## config.mk

```make
export PLATFORM = sky130hd
export DESIGN_NAME = ysyx_23060111_lsu
export DESIGN_NICKNAME = d
export VERILOG_FILES = /design/src/rtl/ysyx_23060111_lsu.sv
export SDC_FILE = /design/constraint.sdc
export NUM_CORES = 1
export LEC_CHECK = 0
export CORE_UTILIZATION = 46
export CTS_BUF_LIST = sky130_fd_sc_hd__clkbuf_16
export DETAILED_ROUTE_END_ITERATION = 6
export GPL_TIMING_DRIVEN = 0
export PLACE_DENSITY = 0.85
export SETUP_SLACK_MARGIN = 0.4
export SLEW_MARGIN = 20
export SYNTH_ARGS = -nofsm -noshare
export SYNTH_HDL_FRONTEND = slang
export SYNTH_SLANG_ARGS = --single-unit
```

## constraint.sdc

```tcl
create_clock -name clk -period 2.29 [get_ports clk]
set_input_delay 0.229 -clock clk [delete_from_list [all_inputs] [get_ports clk]]
set_output_delay 0.229 -clock clk [all_outputs]
set_load 0.03 [all_outputs]
```

## src/rtl/ysyx_23060111_lsu.sv

```systemverilog
// Load/store unit between execute and write-back.
// Single-outstanding req/ack data bus with lane steering and timeout.
module ysyx_23060111_lsu #(
   parameter int unsigned TIMEOUT = 255
) (
   input  logic        clk,
   input  logic        rst_n,
   input  logic        in_valid,
   output logic        in_ready,
   input  logic        in_is_load,
   input  logic        in_is_store,
   input  logic [2:0]  in_funct3,
   input  logic [31:0] in_addr,
   input  logic [31:0] in_wdata,
   input  logic [31:0] in_alu,
   input  logic [4:0]  in_rd,
   input  logic        in_wen,
   output logic        mem_req,
   output logic        mem_we,
   output logic [31:0] mem_addr,
   output logic [31:0] mem_wdata,
   output logic [3:0]  mem_wstrb,
   input  logic        mem_ack,
   input  logic [31:0] mem_rdata,
   output logic        out_valid,
   input  logic        out_ready,
   output logic [4:0]  out_waddr,
   output logic [31:0] out_wdata,
   output logic        out_wen,
   output logic        out_err
);

   typedef enum logic [1:0] {IDLE, BUSY, DONE} state_t;

   localparam logic [15:0] LP_LAST = 16'(TIMEOUT - 1);

   state_t      r_state;
   state_t      w_next;
   logic [15:0] r_cnt;
   logic [2:0]  r_f3;
   logic [1:0]  r_off;
   logic [4:0]  r_rd;
   logic        r_ld;

   logic        w_acc;
   logic        w_is_mem;
   logic        w_f3_ok;
   logic        w_align_ok;
   logic        w_err;
   logic        w_go_busy;
   logic        w_last;
   logic [31:0] w_st_data;
   logic [3:0]  w_st_strb;
   logic [7:0]  w_byte;
   logic [15:0] w_half;
   logic [31:0] w_ld_data;

   assign w_acc     = in_valid && (r_state == IDLE);
   assign w_is_mem  = in_is_load || in_is_store;
   assign w_last    = (r_cnt == LP_LAST);
   assign w_go_busy = w_is_mem && !w_err;

   // Legality: width code, alignment and the load+store conflict
   always_comb begin
      w_f3_ok = 1'b0;
      if (in_is_load) begin
         unique case (in_funct3)
            3'b000, 3'b001, 3'b010,
            3'b100, 3'b101: w_f3_ok = 1'b1;
            default:        w_f3_ok = 1'b0;
         endcase
      end else if (in_is_store) begin
         w_f3_ok = (in_funct3[2] == 1'b0) && (in_funct3[1:0] != 2'b11);
      end
      w_align_ok = 1'b1;
      if (in_funct3[1:0] == 2'b01)
         w_align_ok = (in_addr[0] == 1'b0);
      else if (in_funct3[1:0] == 2'b10)
         w_align_ok = (in_addr[1:0] == 2'b00);
      w_err = w_is_mem &&
              ((in_is_load && in_is_store) || !w_f3_ok || !w_align_ok);
   end

   always_comb begin
      w_st_data = in_wdata;
      w_st_strb = 4'b1111;
      unique case (in_funct3[1:0])
         2'b00: begin
            w_st_data = {4{in_wdata[7:0]}};
            w_st_strb = 4'b0001 << in_addr[1:0];
         end
         2'b01: begin
            w_st_data = {2{in_wdata[15:0]}};
            w_st_strb = 4'b0011 << in_addr[1:0];
         end
         default: begin
            w_st_data = in_wdata;
            w_st_strb = 4'b1111;
         end
      endcase
   end

   always_comb begin
      w_byte = mem_rdata[7:0];
      unique case (r_off)
         2'b00:   w_byte = mem_rdata[7:0];
         2'b01:   w_byte = mem_rdata[15:8];
         2'b10:   w_byte = mem_rdata[23:16];
         default: w_byte = mem_rdata[31:24];
      endcase
      w_half = r_off[1] ? mem_rdata[31:16] : mem_rdata[15:0];
      unique case (r_f3)
         3'b000:  w_ld_data = {{24{w_byte[7]}}, w_byte};
         3'b001:  w_ld_data = {{16{w_half[15]}}, w_half};
         3'b100:  w_ld_data = {24'd0, w_byte};
         3'b101:  w_ld_data = {16'd0, w_half};
         default: w_ld_data = mem_rdata;
      endcase
   end

   always_ff @(posedge clk or negedge rst_n) begin
      if (!rst_n) r_state <= IDLE;
      else        r_state <= w_next;
   end

   always_comb begin
      w_next = r_state;
      unique case (r_state)
         IDLE: if (w_acc) w_next = w_go_busy ? BUSY : DONE;
         BUSY: if (mem_ack || w_last) w_next = DONE;
         DONE: if (out_ready) w_next = IDLE;
         default: w_next = IDLE;
      endcase
   end

   always_comb begin
      in_ready  = (r_state == IDLE);
      out_valid = (r_state == DONE);
   end

   always_ff @(posedge clk or negedge rst_n) begin
      if (!rst_n) begin
         r_cnt     <= '0;
         r_f3      <= '0;
         r_off     <= '0;
         r_rd      <= '0;
         r_ld      <= 1'b0;
         mem_req   <= 1'b0;
         mem_we    <= 1'b0;
         mem_addr  <= '0;
         mem_wdata <= '0;
         mem_wstrb <= '0;
         out_waddr <= '0;
         out_wdata <= '0;
         out_wen   <= 1'b0;
         out_err   <= 1'b0;
      end else begin
         unique case (r_state)
            IDLE: if (w_acc) begin
               r_cnt <= '0;
               r_f3  <= in_funct3;
               r_off <= in_addr[1:0];
               r_rd  <= in_rd;
               r_ld  <= in_is_load;
               if (w_go_busy) begin
                  mem_req   <= 1'b1;
                  mem_we    <= in_is_store;
                  mem_addr  <= {in_addr[31:2], 2'b00};
                  mem_wdata <= in_is_store ? w_st_data : 32'd0;
                  mem_wstrb <= in_is_store ? w_st_strb : 4'b0000;
               end else begin
                  out_waddr <= in_rd;
                  out_err   <= w_err;
                  out_wen   <= w_err ? 1'b0 : in_wen;
                  out_wdata <= w_err ? 32'd0 : in_alu;
               end
            end
            BUSY: begin
               out_waddr <= r_rd;
               if (mem_ack) begin
                  mem_req   <= 1'b0;
                  out_err   <= 1'b0;
                  out_wen   <= r_ld && (r_rd != 5'd0);
                  out_wdata <= r_ld ? w_ld_data : 32'd0;
               end else if (w_last) begin
                  mem_req   <= 1'b0;
                  out_err   <= 1'b1;
                  out_wen   <= 1'b0;
                  out_wdata <= 32'd0;
               end else begin
                  r_cnt <= r_cnt + 16'd1;
               end
            end
            default: ;
         endcase
      end
   end

endmodule

```

; Word level (Yosys, flattened, before mapping)
; Index checks and enable logic that the tools add are counted.
[classes]
n_div = 0
reduce_logical = 29
n_bitwise = 2
n_addsub = 1
shifts = 2
mul = 0
n_lt_le_gt_ge = 0
muxes = 46
n_eq_ne = 23
[ops]
columns = op, n
row1 = $mux W32, 7
row2 = $pmux W32 S2, 2
row3 = $pmux W32 S4, 1
row4 = $mux W16, 4
row5 = $pmux W16 S2, 1
row6 = $pmux W8 S3, 1
row7 = $mux W1, 17
row8 = $add A16 B1 Y16 const B, 1
row9 = $eq A16 B8 Y1 const B, 1
row10 = $eq A3 B3 Y1 const B, 4
row11 = $reduce_and A4 Y1, 3
row12 = $mux W5, 2
row13 = $ne A2 B2 Y1 const B, 5
row14 = $pmux W5 S2, 1
row15 = $reduce_and A3 Y1, 3
row16 = $logic_not A2 Y1, 4
row17 = $mux W2, 4
row18 = $pmux W4 S2, 1
row19 = $eq A2 B1 Y1 const B, 3
row20 = $eq A2 B2 Y1 const B, 3
row21 = $eq A3 B1 Y1 const B, 2
row22 = $logic_and A1 B1 Y1, 6
row23 = $logic_not A3 Y1, 2
row24 = $ne A2 B1 Y1 const B, 3
row25 = 14 further kinds, 22
[word_totals]
memories = 0
latch_bits = 0
rom_bits = 0
ram_bits = 0
reg_bits = 136

; Logic depth before layout (Yosys ltp)
; Gate-level depths: netlist (run 1).
[depth]
ltp_word = 13
mapped_depth = 9
depth_no_buf = 7

; Least setup slack after synthesis (run 1)
; Ideal clock, no wire load.
[synth_timing]
path_type = reg2reg
from = register r_state[1]
to = register mem_addr[14]
t_arrival_ps = 2057
setup_time_ps = 125
required_time_ps = 2165
path_stages_with_launch = 9
setup_slack_ps = 108
path_cell_list = dfrtp_1 buf_4 nor2_1 and2_1 buf_2 nand2_1 buf_2 buf_2 mux2_2
[synth_between]
elab_chain_len = 3
[synth_lines]
columns = element, line_no
row1 = start: declaration, 37  ; state_t r_state;
row2 = start signal: assignment, 123  ; else r_state <= w_next;
row3 = $logic_not A2 Y1 (*), --
row4 = named net in_ready, 9  ; output logic in_ready,
row5 = $logic_and A1 B1 Y1, 58  ; assign w_acc = in_valid && (r_state == IDLE);
row6 = $reduce_and A3 Y1 (no source line) (*), --
row7 = end signal: assignment, 168  ; mem_addr <= {in_addr[31:2], 2'b00};
row8 = end: declaration, 20  ; output logic [31:0] mem_addr,
; Mark *: on every way through the listed nets, which the timed path passes. The rest lies on a longest branch.
; A chain may end at the register's enable or synchronous reset.

; Worst setup path after layout (run 1)
[layout_timing]
from = register r_cnt[1]
to = register out_wdata[16]
[layout_between]
elab_chain_len = 3
[layout_lines]
columns = element, line_no
row1 = start: declaration, 39  ; logic [15:0] r_cnt;
row2 = start signal: assignment, 191  ; r_cnt <= r_cnt + 16'd1;
row3 = $eq A16 B8 Y1, 60  ; assign w_last = (r_cnt == LP_LAST);
row4 = $ne A3 B3 Y1 (no source line), --
row5 = $reduce_and A4 Y1 (no source line), --
row6 = end signal: assignment, 175  ; out_wdata <= w_err ? 32'd0 : in_alu;
row7 = end signal: assignment, 184  ; out_wdata <= r_ld ? w_ld_data : 32'd0;
row8 = end: declaration, 28  ; output logic [31:0] out_wdata,
; Every way passes these cells.

==> metrics.txt, run 1 <==
# TYPE chip_impl_metric gauge
chip_impl_metric{name="global_route_wire_length_before_repair",unit="µm"} 34510
chip_impl_metric{name="largest_net_degree_at_the_start_of_global_routing",unit=""} 98
chip_impl_metric{name="crit_path_max_fanout",unit=""} 10
chip_impl_metric{name="vdd.ir_drop.worst",unit="mV"} 0.8538
chip_impl_metric{name="timing.critical_path.slowest_cell_delay",unit="ns"} 0.41
chip_impl_metric{name="yosysUniqueCellTypes",unit=""} 62
chip_impl_metric{name="avgViaCountPerCell",unit=""} 5.471
chip_impl_metric{name="timing.final.ws_setup",unit="ns"} 0.2093
chip_impl_metric{name="antenna_found_initial",unit=""} 0
chip_impl_metric{name="syn_area_per_cell",unit="µm²"} 10.88
chip_impl_metric{name="number_of_buffers_added_by_the_clock_tree_synthesis_step",unit=""} 17
chip_impl_metric{name="drt_drc_violations_left",unit=""} 0
chip_impl_metric{name="report.final.setup_viol",unit=""} 0
chip_impl_metric{name="clock_sinks",unit=""} 136
chip_impl_metric{name="number_of_hold_slack_violations_in_the_final_timing_report",unit=""} 0
chip_impl_metric{name="setup_tns",unit="ns"} 0
chip_impl_metric{name="dr.pass1.iters",unit=""} 5
chip_impl_metric{name="detail-route-antenna-nets",unit=""} 0
chip_impl_info{name="holdCritPathClass",value="in -> reg"} 1
chip_impl_info{name="setup.worst_path.end_class",value="flip-flop"} 1
chip_impl_info{name="crit_path_start_kind",value="flip-flop"} 1
chip_impl_metric{name="report.power.total",unit="mW"} 11.46
chip_impl_metric{name="power_per_cell_area",unit="mW/mm²"} 1064
chip_impl_info{name="path_delay_family",value="simple AND/OR/NAND/NOR gates"} 1
chip_impl_metric{name="fp.dieH",unit="µm"} 126.9
chip_impl_metric{name="dieArea",unit="mm²"} 0.01611
chip_impl_metric{name="gpl.final_weighted_congestion",unit=""} 0.9048
chip_impl_metric{name="maxClockFrequency",unit="GHz"} 0.4806
chip_impl_metric{name="synth-seq-cells",unit=""} 136
chip_impl_info{name="run_status",value="finished, final reports clean"} 1
chip_impl_metric{name="crit_buf_inv",unit=""} 2
chip_impl_metric{name="path_clk_slew",unit="ns"} 0.06
chip_impl_metric{name="post-dp-hpwl",unit="µm"} 16110
chip_impl_metric{name="p_leak",unit="nW"} 4.662
chip_impl_metric{name="core_region_area",unit="mm²"} 0.01520
chip_impl_metric{name="drt-wirelength-per-cell",unit="µm"} 19.10
chip_impl_metric{name="cts_htree_levels",unit=""} 4
chip_impl_info{name="tritoncts",value="yes"} 1
chip_impl_metric{name="vias",unit=""} 6270
chip_impl_info{name="criticalPathCategory",value="reg -> reg"} 1
chip_impl_info{name="most-common-layout-cells",value="clkdlybuf4s50_1 (246), dfrtp_1 (135), nand2_1 (119), mux2_2 (63), o21ai_0 (55)"} 1
chip_impl_metric{name="synth.yosys.seq_area_share",unit="%"} 47.40
chip_impl_info{name="ys_dominant_reg_cell",value="dfrtp_1"} 1
chip_impl_metric{name="syn2layout_area_growth",unit="%"} 50.08
chip_impl_metric{name="pre_cts_ws",unit="ns"} -0.3401
chip_impl_metric{name="post_synth_edffs",unit=""} 0
chip_impl_metric{name="detail_route.iter0.violations",unit=""} 470
chip_impl_info{name="timing.critical_path.slowest_stage_cell",value="dfrtp_1"} 1
chip_impl_metric{name="number_of_global_route_vias_before_repair",unit=""} 6457
chip_impl_metric{name="instance_count_after_placement_with_tap_cells_included",unit=""} 1101
chip_impl_info{name="root_buffer",value="clkbuf_16"} 1
chip_impl_info{name="setup_repair_after_global_routing_missed_its_margin",value="true"} 1
chip_impl_metric{name="drt-total-wl",unit="µm"} 21890
chip_impl_metric{name="yosysWarningCount",unit=""} 0
chip_impl_info{name="worstPathCellList",value="ha_2, and4b_2, nand4_4, a31oi_4, nor2b_4, buf_8, buf_12, mux2_4"} 1
chip_impl_metric{name="async_sr_flop_fraction",unit="%"} 100.0
chip_impl_metric{name="fp.dieW",unit="µm"} 126.9
chip_impl_metric{name="worstSkewPairLatency",unit="ns"} 0.42
chip_impl_metric{name="synth_area",unit="mm²"} 0.007181
chip_impl_metric{name="period_needed",unit="ns"} 2.081
chip_impl_info{name="final_common_cell",value="clkdlybuf4s50_1"} 1
chip_impl_metric{name="final-max-slew-violation-count",unit=""} 0
chip_impl_metric{name="final_std_cells_w_o_fill",unit=""} 1146
chip_impl_metric{name="finalClockSkew",unit="ns"} 0.007888
chip_impl_metric{name="grt.total_usage",unit="%"} 28.10
chip_impl_metric{name="post_route_cells_drive_above_1_share",unit="%"} 21.19
chip_impl_metric{name="max-clock-path-buffers",unit=""} 2
chip_impl_metric{name="port_buffers",unit=""} 251
chip_impl_metric{name="number_of_nets_in_the_final_layout",unit=""} 1091
chip_impl_metric{name="worst_pin_slew",unit="ns"} 0.7703
chip_impl_metric{name="worst_relative_slew_slack",unit="%"} 48.65
chip_impl_metric{name="syn-instance-count",unit=""} 660
chip_impl_metric{name="floorplan.rows",unit=""} 45
chip_impl_metric{name="arrival_time_of_the_worst_setup_path",unit="ns"} 2.38
chip_impl_metric{name="post-route-period-util",unit="%"} 90.86
chip_impl_metric{name="crit_required",unit="ns"} 2.59
chip_impl_metric{name="top_level_ports",unit=""} 255
chip_impl_metric{name="initial_utilization",unit="%"} 47.23
chip_impl_metric{name="gr-total-overflow",unit=""} 0
chip_impl_metric{name="antenna-diode-count",unit=""} 0
chip_impl_metric{name="maxCapViolCount",unit=""} 0
==> routing by layer <==
| metal | vias up | wire (µm) | track usage [%] |
|---|---|---|---|
| met3 | 50 | 1857 | 8.477 |
| met4 | 0 | 809 | 12.46 |
| li1 | 2914 | - | - |
| met2 | 303 | 10880 | 48.25 |
| met5 | - | 0 | 0 |
| met1 | 3003 | 8341 | 32.36 |
==> worst paths after layout <==
kind | endpoint | start | cells after the start | slack, ns
worst min-delay path | r_off[1] | in_addr[1] | 3 | 0.25
worst min register to register | mem_wstrb[2] | mem_wstrb[2] | 2 | 0.47
worst max register to register | out_wdata[16] | r_cnt[1] | 8 | 0.21
max in group asynchronous | r_cnt[8] | rst_n | 3 | 1.24
worst max-delay path | out_wdata[16] | r_cnt[1] | 8 | 0.21
min in group asynchronous | out_wdata[30] | rst_n | 2 | 0.28
==> cells by family (layout without fill, tap and decap cells) <==
kind of cell	Yosys count	after routing	synth area share (%)
AO/OA/AOI/OAI	134	134	13.21
buffers and inverters	53	350	4.356
AND/OR/NAND/NOR	213	213	14.72
flip-flops	136	136	47.39
multiplexers	110	110	18.57
adder cells (fa/ha/maj)	2	2	0.3484
other	1	2	0.05222
XOR/XNOR	11	11	1.342
==> cell type report <==
type / count / area (µm²)
inverter: 8 / 30.03
buffer: 45 / 319.1
timing repair buffer: 265 / 2644
clock inverter: 15 / 176.4
tap: 188 / 235.2
multi-input combinational: 472 / 3542
fill: 1086 / 4425
sequential: 136 / 3405
clock buffer: 17 / 425.4
==> Yosys cell counts, types with 7 or more instances <==
master	instances	share of area (%)
nand4_1	10	0.87
o2bb2ai_1	9	1.1
mux2_2	64	10
nand3_1	8	0.56
nor2b_1	7	0.61
a22o_1	10	1.2
mux2_4	28	5.9
mux2i_1	17	2.4
clkbuf_1	19	0.99
a22o_2	12	1.7
o21ai_0	57	4.0
nand2b_1	10	0.87
nand2_1	120	6.3
dfrtp_1	136	47
a21oi_1	9	0.63
buf_2	7	0.49
nor2_1	23	1.2
xor2_1	8	0.98
a2bb2oi_1	7	0.85
o22ai_1	8	0.70
inv_1	8	0.42
==> timing repair <==
item                                    in CTS  in global routing
gates resized for setup                     21                 15
setup buffers                                8                  4
pin swaps                                    2                  2
endpoints found under the setup margin     112                 94
hold buffers                                 1                  0
endpoints found under the hold margin       39                  0
==> flip-flops by register name (all words and copies together) (netlist names) <==
| name | flops |
|---|---|
| r_ld | 1 |
| r_rd | 5 |
| mem_wdata | 32 |
| r_state | 2 |
| mem_addr | 30 |
| out_wdata | 32 |
| mem_wstrb | 4 |
| out_waddr | 5 |
| r_f3 | 3 |
| mem_req | 1 |
| mem_we | 1 |
| r_off | 2 |
| out_err | 1 |
| r_cnt | 16 |
| out_wen | 1 |
==> metrics by stage <==
stage	area [µm²]	util, %	hold slack (ns)
6_report	10780	70.89	0.2532
5_1_grt	10780	70.89	0.2741
4_1_cts	10700	70.40	0.2791
3_5_place_dp	9977	65.63	0.1285
3_3_place_gp	9945	65.42	0.4597
2_1_floorplan	7197	-	-0.06659
==> worst reg2reg max path: stages (launching register included) <==
cell,delay (ns)
dfrtp_1,0.41
ha_2,0.21
and4b_2,0.25
nand4_4,0.10
a31oi_4,0.19
nor2b_4,0.19
buf_8,0.15
buf_12,0.16
mux2_4,0.31
==> power breakdown <==
part	switching [mW]	internal, mW
sequential	0.449	3.14
combinational	2.73	2.36
clock	1.08	1.71
(Power assumes the default switching activity.)
==> run 2, diff against run 1 <==
--- a/config.mk
+++ b/config.mk
@@ -5,6 +5,8 @@
 export SDC_FILE = /design/constraint.sdc
 export NUM_CORES = 1
 export LEC_CHECK = 0
+export CAP_MARGIN = 20
+export CORE_MARGIN = 2
 export CORE_UTILIZATION = 46
 export CTS_BUF_LIST = sky130_fd_sc_hd__clkbuf_16
 export DETAILED_ROUTE_END_ITERATION = 6
==> metrics.txt, run 2 (same netlist as run 1, synthesis figures left out) <==
# TYPE chip_impl_metric gauge
chip_impl_metric{name="post-route-period-util",unit="%"} 91.05
chip_impl_metric{name="final_std_cells_w_o_fill",unit=""} 1149
chip_impl_info{name="startpoint",value="r_cnt[0]"} 1
chip_impl_metric{name="core_region_area",unit="mm²"} 0.01520
chip_impl_metric{name="fp.dieW",unit="µm"} 128.9
chip_impl_info{name="run_status",value="finished, final reports clean"} 1
chip_impl_metric{name="post-dp-hpwl",unit="µm"} 16500
chip_impl_info{name="reg2reg_to",value="out_wdata[20]"} 1
chip_impl_metric{name="dieArea",unit="mm²"} 0.01663
chip_impl_metric{name="antenna_found_initial",unit=""} 0
chip_impl_metric{name="maxCapViolCount",unit=""} 0
chip_impl_metric{name="report.power.total",unit="mW"} 11.47
chip_impl_metric{name="power_per_cell_area",unit="mW/mm²"} 1061
chip_impl_info{name="destination_of_the_worst_hold_path",value="r_off[0]"} 1
chip_impl_metric{name="period_needed",unit="ns"} 2.085
chip_impl_metric{name="maxClockFrequency",unit="GHz"} 0.4796
chip_impl_metric{name="timing.final.ws_setup",unit="ns"} 0.2050
chip_impl_info{name="largestRegisters",value="mem_wdata (32), out_wdata (32), mem_addr (30)"} 1
chip_impl_metric{name="power_switching",unit="mW"} 4.337
chip_impl_metric{name="vdd.ir_drop.worst",unit="mV"} 0.7666
chip_impl_metric{name="arrival_time_of_the_worst_setup_path",unit="ns"} 2.39
chip_impl_metric{name="final_core_util",unit="%"} 71.12
chip_impl_metric{name="p_leak",unit="nW"} 4.689
chip_impl_metric{name="port_buffers",unit=""} 251
chip_impl_metric{name="drt-wirelength-per-cell",unit="µm"} 20.09
chip_impl_metric{name="worstSkewPairLatency",unit="ns"} 0.42
chip_impl_metric{name="final-max-slew-violation-count",unit=""} 0
chip_impl_metric{name="drt-total-wl",unit="µm"} 23090
chip_impl_metric{name="number_of_global_route_vias_before_repair",unit=""} 6644
chip_impl_metric{name="vias",unit=""} 6341
chip_impl_metric{name="largest_net_degree_at_the_start_of_global_routing",unit=""} 98
chip_impl_metric{name="worst_relative_slew_slack",unit="%"} 46.11
chip_impl_metric{name="power.sequential.fraction",unit="%"} 31.3
chip_impl_metric{name="report.final.setup_viol",unit=""} 0
chip_impl_metric{name="finalClockSkew",unit="ns"} 0.009145
chip_impl_metric{name="worst_pin_slew",unit="ns"} 0.8066
chip_impl_metric{name="gr-total-overflow",unit=""} 0
chip_impl_metric{name="pwr-share-comb",unit="%"} 45.0
chip_impl_metric{name="cts_htree_levels",unit=""} 4
chip_impl_metric{name="max-clock-path-buffers",unit=""} 2
chip_impl_metric{name="number_of_buffers_added_by_the_clock_tree_synthesis_step",unit=""} 17
chip_impl_metric{name="crit_path_max_fanout",unit=""} 8
chip_impl_metric{name="antenna-diode-count",unit=""} 0
chip_impl_metric{name="worstRegToRegCells",unit=""} 9
chip_impl_metric{name="syn2layout_area_growth",unit="%"} 50.57
chip_impl_metric{name="instance_count_after_placement_with_tap_cells_included",unit=""} 1101
chip_impl_metric{name="clock_sinks",unit=""} 136
chip_impl_metric{name="min_path_cells",unit=""} 3
chip_impl_info{name="worst_hold_startpoint",value="in_addr[0]"} 1
chip_impl_metric{name="post_route_cells_drive_above_1_share",unit="%"} 21.54
chip_impl_metric{name="path_clk_slew",unit="ns"} 0.06
chip_impl_info{name="setup.worst_path.end_class",value="flip-flop"} 1
chip_impl_info{name="holdCritPathClass",value="in -> reg"} 1
chip_impl_metric{name="setup_tns",unit="ns"} 0
chip_impl_metric{name="detail-route-antenna-nets",unit=""} 0
chip_impl_info{name="final_common_cell",value="clkdlybuf4s50_1"} 1
chip_impl_metric{name="swShare",unit="%"} 37.82
chip_impl_metric{name="fp.dieH",unit="µm"} 128.9
chip_impl_metric{name="pre_cts_ws",unit="ns"} -0.3348
chip_impl_info{name="crit_path_start_kind",value="flip-flop"} 1
chip_impl_metric{name="grt.total_usage",unit="%"} 27.59
chip_impl_metric{name="floorplan.rows",unit=""} 45
chip_impl_metric{name="top_level_ports",unit=""} 255
chip_impl_metric{name="num-fill-cells",unit=""} 1087
chip_impl_info{name="timing.rr.start",value="r_cnt[0]"} 1
chip_impl_metric{name="gpl.final_weighted_congestion",unit=""} 0.8991
chip_impl_metric{name="dr.pass1.iters",unit=""} 5
chip_impl_metric{name="detail_route.iter0.violations",unit=""} 361
chip_impl_metric{name="timing.reg2reg.setup_slack",unit="ns"} 0.20
chip_impl_metric{name="avgViaCountPerCell",unit=""} 5.519
chip_impl_info{name="criticalPathCategory",value="reg -> reg"} 1
chip_impl_metric{name="pwr-share-clk",unit="%"} 23.7
chip_impl_info{name="setup_repair_after_global_routing_missed_its_margin",value="true"} 1
chip_impl_metric{name="number_of_nets_in_the_final_layout",unit=""} 1094
chip_impl_info{name="most-common-layout-cells",value="clkdlybuf4s50_1 (247), dfrtp_1 (135), nand2_1 (119), mux2_2 (63), o21ai_0 (57)"} 1
chip_impl_metric{name="drt_drc_violations_left",unit=""} 0
chip_impl_metric{name="initial_utilization",unit="%"} 47.23
chip_impl_info{name="tritoncts",value="yes"} 1
chip_impl_metric{name="internal_power",unit="mW"} 7.132
chip_impl_metric{name="global_route_wire_length_before_repair",unit="µm"} 34790
chip_impl_metric{name="crit_required",unit="ns"} 2.59
chip_impl_metric{name="number_of_hold_slack_violations_in_the_final_timing_report",unit=""} 0
chip_impl_info{name="root_buffer",value="clkbuf_16"} 1
[run 2: cell types whose count changed in the layout (fill, tap and decap cells not counted), moves of 2 or more]
cell and change:
o21ai_0 +2, o21ai_1 -2, clkbuf_16 +2, dlygate4sd2_1 -2, clkinvlp_4 -2, clkinv_2 +3
[run 2: worst max-delay path by stage]
| stage | to | slack [ns] | depth (start not counted) |
|---|---|---|---|
| 3_3_place_gp | mem_addr[26] | -4.56 | 1 |
| 3_5_place_dp | mem_addr[16] | -0.33 | 7 |
| 2_1_floorplan | out_wdata[10] | 0.29 | 9 |
| 6_report | out_wdata[20] | 0.20 | 9 |
| 5_1_grt | out_wdata[29] | 0.16 | 9 |
| 4_1_cts | out_wdata[23] | 0.21 | 9 |
[run 2: layout make-up]
| class | instances | area, µm² | share of cell area [%] |
|---|---|---|---|
| clock buffers | 17 | 425.4 | 3.935 |
| flip-flops and latches | 136 | 3405 | 31.49 |
| repair buffers | 268 | 2704 | 25.01 |
| plain buffers | 45 | 322.8 | 2.986 |
| clock inverters | 15 | 151.4 | 1.400 |
| inverters | 8 | 30.03 | 0.2777 |
| well taps | 188 | 235.2 | 2.176 |
| multi-input cells | 472 | 3538 | 32.73 |
[run 2: stage by stage]
stage          hold WS (ns)  area, µm²
6_report             0.2272      10810
5_1_grt              0.2479      10810
4_1_cts              0.2812      10710
3_5_place_dp         0.1337       9977
3_3_place_gp         0.4599       9945
2_1_floorplan      -0.06659       7197
[run 2: layer usage]
| layer | GRT usage, % | routed length, µm |
|---|---|---|
| met1 | 30.59 | 8739 |
| met4 | 12.02 | 779 |
| met2 | 47.77 | 11570 |
| met5 | 0 | 0 |
| met3 | 9.979 | 1999 |
[run 2: critical path, cell delays in order (launching register included)]
cell	delay (ns)
dfrtp_1	0.39
inv_1	0.06
ha_2	0.18
and4b_2	0.24
nand4_4	0.11
a31oi_4	0.16
nor2b_4	0.19
buf_12	0.16
clkbuf_16	0.17
mux2_4	0.30
[run 2: repair_timing]
action | in CTS | in global routing
hold buffers | 1 | 0
resized for setup | 21 | 14
pin swaps | 2 | 4
setup buffers | 10 | 3
endpoints found under the hold margin | 39 | 0
gates cloned | 0 | 2
setup endpoints to repair | 112 | 92
[run 2: power groups by stage]
stage          clock network, mW  logic (mW)  registers (mW)
6_report                    2.72        5.16            3.59
4_1_cts                     2.75        5.12            3.59
3_3_place_gp                   0        4.96            3.57
3_5_place_dp                   0        5.02            3.62
5_1_grt                     2.85        5.44            3.69
2_1_floorplan                  0        1.57            4.89
